==> src/rtl/xversat_cmd_seq.sv <==
// xversat_cmd_seq: buffers host config writes, replays them to versat,
// starts a run, then polls the status word until done or timeout.
module xversat_cmd_seq #(
    parameter int                ADDR_W    = 32,
    parameter int                DATA_W    = 32,
    parameter int                DEPTH     = 8,
    parameter logic [ADDR_W-1:0] RUN_ADDR  = 32'h8000_0000,
    parameter logic [ADDR_W-1:0] STAT_ADDR = 32'h0000_0000,
    parameter int                SETTLE    = 4,
    parameter int                TIMEOUT   = 65535
) (
    input  logic                     clk,
    input  logic                     rst,
    input  logic                     cmd_valid,
    output logic                     cmd_ready,
    input  logic [ADDR_W-1:0]        cmd_addr,
    input  logic [DATA_W-1:0]        cmd_wdata,
    input  logic                     cmd_last,
    output logic                     valid,
    output logic [ADDR_W-1:0]        addr,
    output logic [DATA_W-1:0]        wdata,
    output logic                     wstrb,
    input  logic                     ready,
    input  logic [DATA_W-1:0]        rdata,
    output logic                     busy,
    output logic                     done,
    output logic                     err,
    output logic [$clog2(DEPTH):0]   level
);

    localparam int AW = $clog2(DEPTH);
    localparam int EW = 1 + ADDR_W + DATA_W;
    localparam int SW = $clog2(SETTLE + 1);
    localparam int TW = $clog2(TIMEOUT + 1);

    typedef enum logic [2:0] {
        S_IDLE,
        S_ISSUE,
        S_RUN,
        S_SETTLE,
        S_POLL,
        S_DONE
    } state_t;

    state_t          state_q;
    logic [AW-1:0]   wptr_q;
    logic [AW-1:0]   rptr_q;
    logic [AW:0]     level_q;
    logic [EW-1:0]   mem [DEPTH];
    logic [SW-1:0]   settle_q;
    logic [TW-1:0]   tmo_q;
    logic            err_q;

    logic            empty;
    logic            full;
    logic            push;
    logic            pop;
    logic [EW-1:0]   head;
    logic            head_last;
    logic            unused_rdata;

    assign empty     = (level_q == '0);
    assign full      = (level_q == (AW+1)'(DEPTH));
    assign push      = cmd_valid & ~full;
    assign head      = mem[rptr_q];
    assign head_last = head[EW-1];
    assign pop       = (state_q == S_ISSUE) & ~empty & ready;

    assign cmd_ready    = ~full;
    assign level        = level_q;
    assign busy         = (state_q != S_IDLE);
    assign done         = (state_q == S_DONE);
    assign err          = err_q;
    assign unused_rdata = ^rdata[DATA_W-1:1];

    // Storage array; validity is tracked by the pointers, so no reset needed.
    always_ff @(posedge clk) begin
        if (push) mem[wptr_q] <= {cmd_last, cmd_addr, cmd_wdata};
    end

    // FIFO pointers and occupancy; a push at full is refused even with a pop.
    always_ff @(posedge clk or negedge rst) begin
        if (!rst) begin
            wptr_q  <= '0;
            rptr_q  <= '0;
            level_q <= '0;
        end else begin
            if (push) wptr_q <= wptr_q + AW'(1);
            if (pop)  rptr_q <= rptr_q + AW'(1);
            unique case ({push, pop})
                2'b10:   level_q <= level_q + (AW+1)'(1);
                2'b01:   level_q <= level_q - (AW+1)'(1);
                default: level_q <= level_q;
            endcase
        end
    end

    // Sequencer: replay config, run write, settle delay, status polling.
    always_ff @(posedge clk or negedge rst) begin
        if (!rst) begin
            state_q  <= S_IDLE;
            settle_q <= '0;
            tmo_q    <= '0;
            err_q    <= 1'b0;
        end else begin
            unique case (state_q)
                S_IDLE: begin
                    if (!empty) state_q <= S_ISSUE;
                end
                S_ISSUE: begin
                    if (pop && head_last) state_q <= S_RUN;
                end
                S_RUN: begin
                    if (ready) begin
                        settle_q <= SW'(SETTLE);
                        state_q  <= S_SETTLE;
                    end
                end
                S_SETTLE: begin
                    if (settle_q == SW'(1)) begin
                        settle_q <= '0;
                        tmo_q    <= '0;
                        state_q  <= S_POLL;
                    end else begin
                        settle_q <= settle_q - SW'(1);
                    end
                end
                S_POLL: begin
                    if (ready) begin
                        if (rdata[0]) begin
                            tmo_q   <= '0;
                            state_q <= S_DONE;
                        end else if (tmo_q == TW'(TIMEOUT - 1)) begin
                            tmo_q   <= '0;
                            err_q   <= 1'b1;
                            state_q <= S_IDLE;
                        end else begin
                            tmo_q <= tmo_q + TW'(1);
                        end
                    end
                end
                S_DONE: begin
                    state_q <= S_IDLE;
                end
                default: begin
                    state_q <= S_IDLE;
                end
            endcase
        end
    end

    // Versat request mux; address/data/strobe forced to zero when idle.
    always_comb begin
        valid = 1'b0;
        addr  = '0;
        wdata = '0;
        wstrb = 1'b0;
        unique case (state_q)
            S_ISSUE: begin
                if (!empty) begin
                    valid = 1'b1;
                    wstrb = 1'b1;
                    addr  = head[ADDR_W+DATA_W-1:DATA_W];
                    wdata = head[DATA_W-1:0];
                end
            end
            S_RUN: begin
                valid = 1'b1;
                wstrb = 1'b1;
                addr  = RUN_ADDR;
            end
            S_POLL: begin
                valid = 1'b1;
                addr  = STAT_ADDR;
            end
            default: begin
                valid = 1'b0;
            end
        endcase
    end

endmodule

==> config.mk <==
export PLATFORM = sky130hd
export DESIGN_NAME = xversat_cmd_seq
export DESIGN_NICKNAME = d
export VERILOG_FILES = /design/src/rtl/xversat_cmd_seq.sv
export SDC_FILE = /design/constraint.sdc
export NUM_CORES = 1
export LEC_CHECK = 0
export ABC_CLOCK_PERIOD_IN_PS = 7800
export CAP_MARGIN = 20
export CORE_MARGIN = 2
export CORE_UTILIZATION = 52
export DETAILED_ROUTE_END_ITERATION = 7
export GPL_ROUTABILITY_DRIVEN = 0
export PLACE_DENSITY = 0.8
export SLEW_MARGIN = 5
export SYNTH_ARGS = -nofsm -noshare
export SYNTH_HDL_FRONTEND = slang
export SYNTH_SLANG_ARGS = --single-unit
==> constraint.sdc <==
create_clock -name clk -period 7.8 [get_ports clk]
set_input_delay 1.17 -clock clk [delete_from_list [all_inputs] [get_ports clk]]
set_output_delay 1.17 -clock clk [all_outputs]
set_load 0.02 [all_outputs]
==> flow_metrics.tcl, run 1 <==
set metrics [dict create \
    netlist.area_leader.share 0.721 \
    r2r_slack_ns 4.80 \
    io_pins 175 \
    hold_class "reg -> reg" \
    track_usage 0.207 \
    synth_xor_area_frac 0.00566 \
    min_period_over_period 0.610 \
    p_leak_nw 8.32 \
    dieWidth_um 208 \
    synth_compound_area_frac 0.0270 \
    dpl.hpwl_um 23000 \
    slew-limit-headroom 0.315 \
    hold_viol 0 \
    power_density_nw_per_um2 366 \
    initial_core_util 0.528 \
    synth.cell_area_um2 21700 \
    fmax_mhz 210 \
    worst_r2r_endpoint "mem[7][43]" \
    drc_errors 0 \
    antenna_found_initial 3 \
    r2r_start "level[1]" \
    stdcell_count 1859 \
    grt_pass1_wl_um 67200 \
    muxShareOfSynthArea 0.137 \
    netlist_instances 1116 \
    synthTopCellsByArea "edfxtp_1 (72%), mux4_2 (13%), dfrtp_1 (3.8%)" \
    yosysSeqAreaShare 0.759 \
    cts_hold_buf 0 \
    core-area_um2 41000 \
    clkTransAtPathRegs_ns 0.06 \
    rr_worst_depth 5 \
    finalSetupViolCount 0 \
    port_buffers 143 \
    synth_fa_ha_area_frac 0.00520 \
    cts_resized 0 \
    first_global_vias 11273 \
    numCtsBuffers 54 \
    cp.arrival_ns 3.59 \
    rsz0062_at_grt "no" \
    yosysWarnings 0 \
    synth_top_cell_by_area "edfxtp_1" \
    yosys.area_share.simple 0.0508 \
    tightestPinTransition_ns 1.03 \
    wl_per_cell_um 23.8 \
    crit_fanout 48 \
    die_area_um2 43300 \
    areaGrowthSynthToFinish_pct 17.7 \
    ys.flop_type "edfxtp_1" \
    clk_latency_ns 0.61 \
    whs_endpoint "err" \
    synth_top_family_by_area "multiplexers" \
    die_h_um 208 \
    layout_commonest_cell "edfxtp_1" \
    cts.sinks 553 \
    critPathKind "reg -> out" \
    async_reset_ff_frac 0.0597 \
    ys_seq_elements 553 \
    final_nets 1391 \
    hold-worst-slack_ns 0.477 \
    start_kind "flip-flop" \
    cts_tree "built" \
    critPathRequiredTime_ns 6.63 \
    postCtsSetupRepairBufs 0 \
    grt-ovfl-total 0 \
    vias 10984 \
    first_iter_violations 1211 \
    ir_drop_mv 0.245 \
    syn_nets 1226 \
    ant_nets 0 \
    avgViaCountPerCell 5.91 \
    clk_path_buf_depth 3 \
    critPathCaptureType "primary output" \
    dr.pass1.iters 5 \
    synth_edf_count 520 \
    min_period_ns 4.76 \
    dp.cells 1757 \
    critPathLaunch "rptr_q[1]" \
    fillCellCount 2817 \
    rows 74 \
    grt_max_degree 67 \
    most-common-layout-cells "edfxtp_1 (520), nand2_1 (154), clkdlybuf4s50_1 (143), mux4_2 (129), a21oi_1 (69)" \
    drv_slew 0 \
    drv_cap 0 \
    hold_start "err" \
    cts-root-buf "clkbuf_16" \
    skew_ns 0.0211 \
    syn_area_per_cell_um2 19.4 \
    yosysUniqueCellTypes 61 \
    routed_wl_um 44300 \
    tns_ns 0 \
    whs_path_depth 1 \
    layout-drive-gt1-share 0.193 \
    h-tree-depth 2 \
    status "finished clean" \
]
==> worst max-delay path by stage <==
stage	endpoint	slack, ns	depth (start not counted)
floorplan	mem[6][0]	1.12	2
global route	wdata[31]	2.82	5
global placement	wdata[31]	3.62	5
detailed placement	wdata[31]	3.58	5
finish	addr[12]	3.04	5
CTS	wdata[13]	2.95	5
==> state kept, by name, indices dropped and copies added, names as in the netlist <==
name	cells
rptr_q	3
settle_q	3
level	4
mem	520
wptr_q	3
err	1
state_q	3
tmo_q	16
==> report_power, final <==
| group | leakage (nW) | internal (mW) | switching (mW) | total [mW] |
|---|---|---|---|---|
| clock | 0.864 | 1.49 | 1.07 | 2.56 |
| sequential | 5.14 | 3.72 | 0.251 | 3.97 |
| combinational | 2.31 | 1.25 | 1.55 | 2.81 |
| total | 8.32 | 6.47 | 2.87 | 9.34 |
==> worst max-delay path, cell delays in order, from the launching register on <==
cell and delay [ns]:
dfrtp_4 0.89, buf_4 0.68, mux4_2 0.35, nand2_1 0.07, a21oi_1 0.31, clkdlybuf4s50_1 0.68
==> area by class of cell <==
type	count	area [um2]	area share
Tap cell	532	666	0.0261
Clock inverter	33	357	0.0140
Timing Repair Buffer	167	1610	0.0632
Clock buffer	66	1420	0.0556
Sequential cell	553	16400	0.645
Multi-Input combinational cell	496	4960	0.195
Inverter	9	33.8	0.00132
Antenna cell	3	7.51	0.000294
==> synth_stat cells, types with 9 or more instances <==
| master | number |
|---|---|
| mux4_2 | 129 |
| dfrtp_1 | 33 |
| ha_1 | 9 |
| inv_1 | 9 |
| clkbuf_1 | 19 |
| edfxtp_1 | 520 |
| a21oi_1 | 69 |
| nor2_1 | 13 |
| buf_4 | 11 |
| buf_2 | 26 |
| nand2_1 | 155 |
| nand3_1 | 15 |
| xnor2_1 | 10 |
==> routing by layer <==
metal	global-route usage	routed length, um
met1	0.280	18200
met2	0.346	22500
met3	0.0412	2920
met4	0.0581	698
met5	0	25
==> logic make-up after synthesis <==
kind of cell	after synthesis
xor gates and xnor gates	14
and+or+nand+nor	235
adders and majority gates	9
DFF	553
buffers and inverters	67
muxes	135
AOI/OAI and AO/OA	103
==> stage by stage <==
step            util  total power, mW  cell area [um2]  worst slack, ns
6_report       0.622             9.34            25500             3.04
5_1_grt        0.622             9.76            25500             2.82
4_1_cts        0.622             9.45            25500             2.95
3_5_place_dp   0.578             6.87            23700             3.58
3_3_place_gp   0.578             6.80            23700             3.62
2_1_floorplan      -             5.93            21700             1.12
(Power assumes the default switching activity.)
==> inputs of run 2 (changes only) <==
--- a/config.mk
+++ b/config.mk
@@ -5,13 +5,13 @@
 export SDC_FILE = /design/constraint.sdc
 export NUM_CORES = 1
 export LEC_CHECK = 0
-export ABC_CLOCK_PERIOD_IN_PS = 7800
+export ABC_CLOCK_PERIOD_IN_PS = 4600
 export CAP_MARGIN = 20
 export CORE_MARGIN = 2
-export CORE_UTILIZATION = 52
+export CORE_UTILIZATION = 55
 export DETAILED_ROUTE_END_ITERATION = 7
 export GPL_ROUTABILITY_DRIVEN = 0
-export PLACE_DENSITY = 0.8
+export PLACE_DENSITY = 0.81
 export SLEW_MARGIN = 5
 export SYNTH_ARGS = -nofsm -noshare
 export SYNTH_HDL_FRONTEND = slang
==> constraint.sdc (replaced) <==
create_clock -name clk -period 4.6 [get_ports clk]
set_input_delay 0.69 -clock clk [delete_from_list [all_inputs] [get_ports clk]]
set_output_delay 0.69 -clock clk [all_outputs]
set_load 0.02 [all_outputs]
==> flow_metrics.tcl, run 2 (synthesized netlist as in run 1, its figures left out) <==
set metrics [dict create \
    dr.pass1.iters 5 \
    ir_drop_mv 0.420 \
    cts_tree "built" \
    start_kind "flip-flop" \
    hold_class "reg -> reg" \
    dieWidth_um 202 \
    critPathBufInv 3 \
    clkTransAtPathRegs_ns 0.06 \
    cp.arrival_ns 3.43 \
    routed_wl_um 44200 \
    dp.cells 1746 \
    core-area_um2 38700 \
    cts-root-buf "clkbuf_16" \
    largest_reg_flops 520 \
    port_buffers 143 \
    stdcell_count 1842 \
    most-common-layout-cells "edfxtp_1 (520), nand2_1 (154), clkdlybuf4s50_1 (143), mux4_2 (129), a21oi_1 (69)" \
    die_area_um2 41000 \
    clk_latency_ns 0.59 \
    crit_fanout 23 \
    first_global_vias 11284 \
    critPathKind "reg -> out" \
    cp_num_cells 6 \
    top_register "mem" \
    h-tree-depth 2 \
    vias 11009 \
    cts.sinks 553 \
    crit_family "buffers and inverters" \
    cts_resized 0 \
    p_leak_nw 8.28 \
    areaGrowthSynthToFinish_pct 17.7 \
    wl_per_cell_um 24.0 \
    whs_path_depth 1 \
    drc_errors 0 \
    first_iter_violations 1039 \
    cts_hold_buf 0 \
    numCtsBuffers 55 \
    critPathCaptureType "primary output" \
    avgViaCountPerCell 5.98 \
    dpl.hpwl_um 23300 \
    hold_viol 0 \
    min_period_ns 4.12 \
    slowest_stage "clkdlybuf4s50_1" \
    io_pins 175 \
    rsz0062_at_grt "no" \
    fmax_mhz 243 \
    initial_core_util 0.559 \
    total_power_mw 15.7 \
    skew_ns 0.0110 \
    status "finished clean" \
    critical-path-max-stage-delay_ns 0.67 \
    antenna_found_initial 1 \
    rows 72 \
    layout-drive-gt1-share 0.185 \
    drv_slew 0 \
    postCtsSetupRepairBufs 0 \
    grt-ovfl-total 0 \
    crit_chain "inv_1 > nor3_1 > nand2_2 > buf_4 > a21oi_1 > clkdlybuf4s50_1" \
    finalSetupViolCount 0 \
    critPathRequiredTime_ns 3.91 \
    ant_nets 0 \
    drv_cap 0 \
    die_h_um 202 \
    slew-limit-headroom 0.121 \
    grt_pass1_wl_um 67300 \
    final_nets 1395 \
    layout_commonest_cell "edfxtp_1" \
    tightestPinTransition_ns 1.32 \
    rr_worst_depth 5 \
    power_density_nw_per_um2 614 \
    grt_max_degree 67 \
    track_usage 0.221 \
    clk_path_buf_depth 3 \
    min_period_over_period 0.896 \
]
run 2: worst paths after layout:
check                           slack (ns)        end  startpoint
min in group asynchronous             0.51   tmo_q[4]         rst
worst max register to register        1.93  mem[1][5]    level[1]
max in group asynchronous             3.74  rptr_q[1]         rst
worst min-delay path                  0.46        err         err
worst min register to register        0.46        err         err
worst max-delay path                  0.48   addr[21]  state_q[0]
run 2: where the power goes:
group / switching [mW] / internal, mW
logic: 2.69 / 2.25
clock network: 1.75 / 2.24
registers: 0.429 / 6.30
run 2: layer usage:
metal | global-route usage | share of wire | vias up
met5 | 0 | 0 | -
li1 | - | - | 4830
met2 | 0.363 | 0.50 | 408
met1 | 0.315 | 0.41 | 5707
met4 | 0.0626 | 0.020 | 0
met3 | 0.0352 | 0.065 | 64
run 2: per-stage QoR:
step / hold slack [ns] / instance area, um2 / TNS (ns) / utilization / worst slack, ns
2_1_floorplan: 0.394 / 21700 / -142.00 / - / -0.758
3_3_place_gp: 0.449 / 23900 / 0 / 0.617 / 1.12
3_5_place_dp: 0.455 / 23900 / 0 / 0.617 / 1.06
4_1_cts: 0.467 / 25500 / 0 / 0.658 / 0.438
5_1_grt: 0.501 / 25500 / 0 / 0.658 / 0.289
6_report: 0.461 / 25500 / 0 / 0.658 / 0.478
run 2: final cells by class:
class / instances / area, um2
timing repair buffer: 170 / 1780
antenna: 2 / 5.00
multi-input combinational: 496 / 4990
tap: 518 / 648
clock inverter: 24 / 144
sequential: 553 / 16400
inverter: 9 / 33.8
clock buffer: 70 / 1430
fill: 2551 / 13300
==> inputs of run 3 (changes only) <==
--- a/config.mk
+++ b/config.mk
@@ -5,13 +5,14 @@
 export SDC_FILE = /design/constraint.sdc
 export NUM_CORES = 1
 export LEC_CHECK = 0
-export ABC_CLOCK_PERIOD_IN_PS = 4600
+export ABC_CLOCK_PERIOD_IN_PS = 3500
 export CAP_MARGIN = 20
 export CORE_MARGIN = 2
-export CORE_UTILIZATION = 55
+export CORE_UTILIZATION = 52
+export CTS_CLUSTER_DIAMETER = 100
 export DETAILED_ROUTE_END_ITERATION = 7
 export GPL_ROUTABILITY_DRIVEN = 0
-export PLACE_DENSITY = 0.81
+export PLACE_DENSITY = 0.8
 export SLEW_MARGIN = 5
 export SYNTH_ARGS = -nofsm -noshare
 export SYNTH_HDL_FRONTEND = slang
==> constraint.sdc (replaced) <==
create_clock -name clk -period 3.5 [get_ports clk]
set_input_delay 0.525 -clock clk [delete_from_list [all_inputs] [get_ports clk]]
set_output_delay 0.525 -clock clk [all_outputs]
set_load 0.02 [all_outputs]
==> flow_metrics.tcl, run 3 (synthesized netlist as in run 1, its figures left out) <==
set metrics [dict create \
    status "finished clean" \
    tightestPinTransition_ns 0.780 \
    vias 10946 \
    min_period_ns 3.38 \
    slew-limit-headroom 0.479 \
    ir_drop_mv 0.409 \
    worst_r2r_endpoint "level[2]" \
    drv_cap 0 \
    clkTransAtPathRegs_ns 0.07 \
    stdcell_count 1872 \
    port_buffers 143 \
    dr.pass1.iters 6 \
    io_pins 175 \
    r2r_slack_ns 0.92 \
    cts_hold_buf 0 \
    numCtsBuffers 53 \
    wl_per_cell_um 23.5 \
    routed_wl_um 44000 \
    total_power_mw 21.4 \
    skew_ns 0.0157 \
    cts-root-buf "clkbuf_16" \
    most-common-layout-cells "edfxtp_1 (520), nand2_1 (152), clkdlybuf4s50_1 (143), mux4_2 (129), a21oi_1 (69)" \
    grt_pass1_wl_um 66300 \
    dp.cells 1771 \
    hold_viol 0 \
    drv_slew 0 \
    grt-ovfl-total 0 \
    fmax_mhz 296 \
    r2r_start "level[2]" \
    critPathKind "reg -> out" \
    track_usage 0.205 \
    p_leak_nw 8.51 \
    rr_worst_depth 11 \
    cp-endpoint "wdata[10]" \
    rsz0062_at_grt "no" \
    avgViaCountPerCell 5.85 \
    cp.arrival_ns 2.85 \
    grt_max_degree 66 \
    dieWidth_um 208 \
    areaGrowthSynthToFinish_pct 20.1 \
    final_nets 1407 \
    layout-drive-gt1-share 0.209 \
    first_iter_violations 1302 \
    clk_path_buf_depth 3 \
    critPathLaunch "rptr_q[0]" \
    first_global_vias 11044 \
    dp_slack_ns 0.507 \
    fin_util 0.634 \
    min_period_over_period 0.965 \
    hold-worst-slack_ns 0.342 \
    dpl.hpwl_um 23400 \
    clk_latency_ns 0.59 \
    critPathCaptureType "primary output" \
    die_area_um2 43300 \
    start_kind "flip-flop" \
    crit_fanout 15 \
    top_register "mem" \
    rows 74 \
    antenna_found_initial 4 \
    h-tree-depth 2 \
    critPathRequiredTime_ns 2.97 \
    die_h_um 208 \
    power_density_nw_per_um2 824 \
    initial_core_util 0.528 \
    fin_ws_ns 0.122 \
    hold_class "in -> async" \
    drc_errors 0 \
    layout_commonest_cell "edfxtp_1" \
    ant_nets 0 \
    largest_reg_flops 520 \
    core-area_um2 41000 \
    finalSetupViolCount 0 \
    cts_tree "built" \
    cts.sinks 553 \
]
run 3: what timing repair did:
action / in CTS / in global routing
setup endpoints to repair: 36 / 15
cloned: 0 / 0
resized for setup: 2 / 2
setup buffers: 3 / 0
run 3: worst min-delay path by stage:
stage / cells after the start / slack (ns) / end
after floorplan: 0 / 0.23 / err
after global placement: 1 / 0.45 / err
after detailed placement: 1 / 0.46 / err
after CTS: 2 / 0.32 / level[3]
after global routing: 2 / 0.36 / tmo_q[4]
final: 2 / 0.34 / tmo_q[4]
run 3: power by group:
group	internal, mW	total, mW	switching (mW)
logic	3.25	6.98	3.73
clock network	3.39	5.75	2.36
registers	8.29	8.72	0.434
run 3: per-stage QoR:
stage / area [um2] / setup TNS [ns]
4_1_cts: 26000 / 0
6_report: 26000 / 0
2_1_floorplan: 21800 / -30.63
3_3_place_gp: 24200 / 0
3_5_place_dp: 24200 / 0
5_1_grt: 26000 / 0
run 3: worst max-delay path, stage by stage, from the launching register on:
cell and delay (ns):
dfrtp_4 0.54, buf_12 0.19, buf_12 0.18, mux4_2 0.35
nand2_1 0.06, a21oi_1 0.27, clkdlybuf4s50_1 0.66
run 3: routing by layer:
metal | GRT usage | vias to the layer above | part of all wire
li1 | - | 4856 | -
met1 | 0.288 | 5620 | 0.42
met2 | 0.331 | 396 | 0.49
met3 | 0.0383 | 66 | 0.067
met4 | 0.0643 | 8 | 0.021
met5 | 0 | - | 0.0013
run 3: cell type report:
| class | instances | area [um2] |
|---|---|---|
| antenna | 2 | 5.00 |
| clock buffer | 64 | 1410 |
| clock inverter | 32 | 352 |
| fill | 2709 | 15000 |
| inverter | 9 | 33.8 |
| multi-input combinational | 496 | 5010 |
| sequential | 553 | 16500 |
| tap | 532 | 666 |
| timing repair buffer | 184 | 2090 |
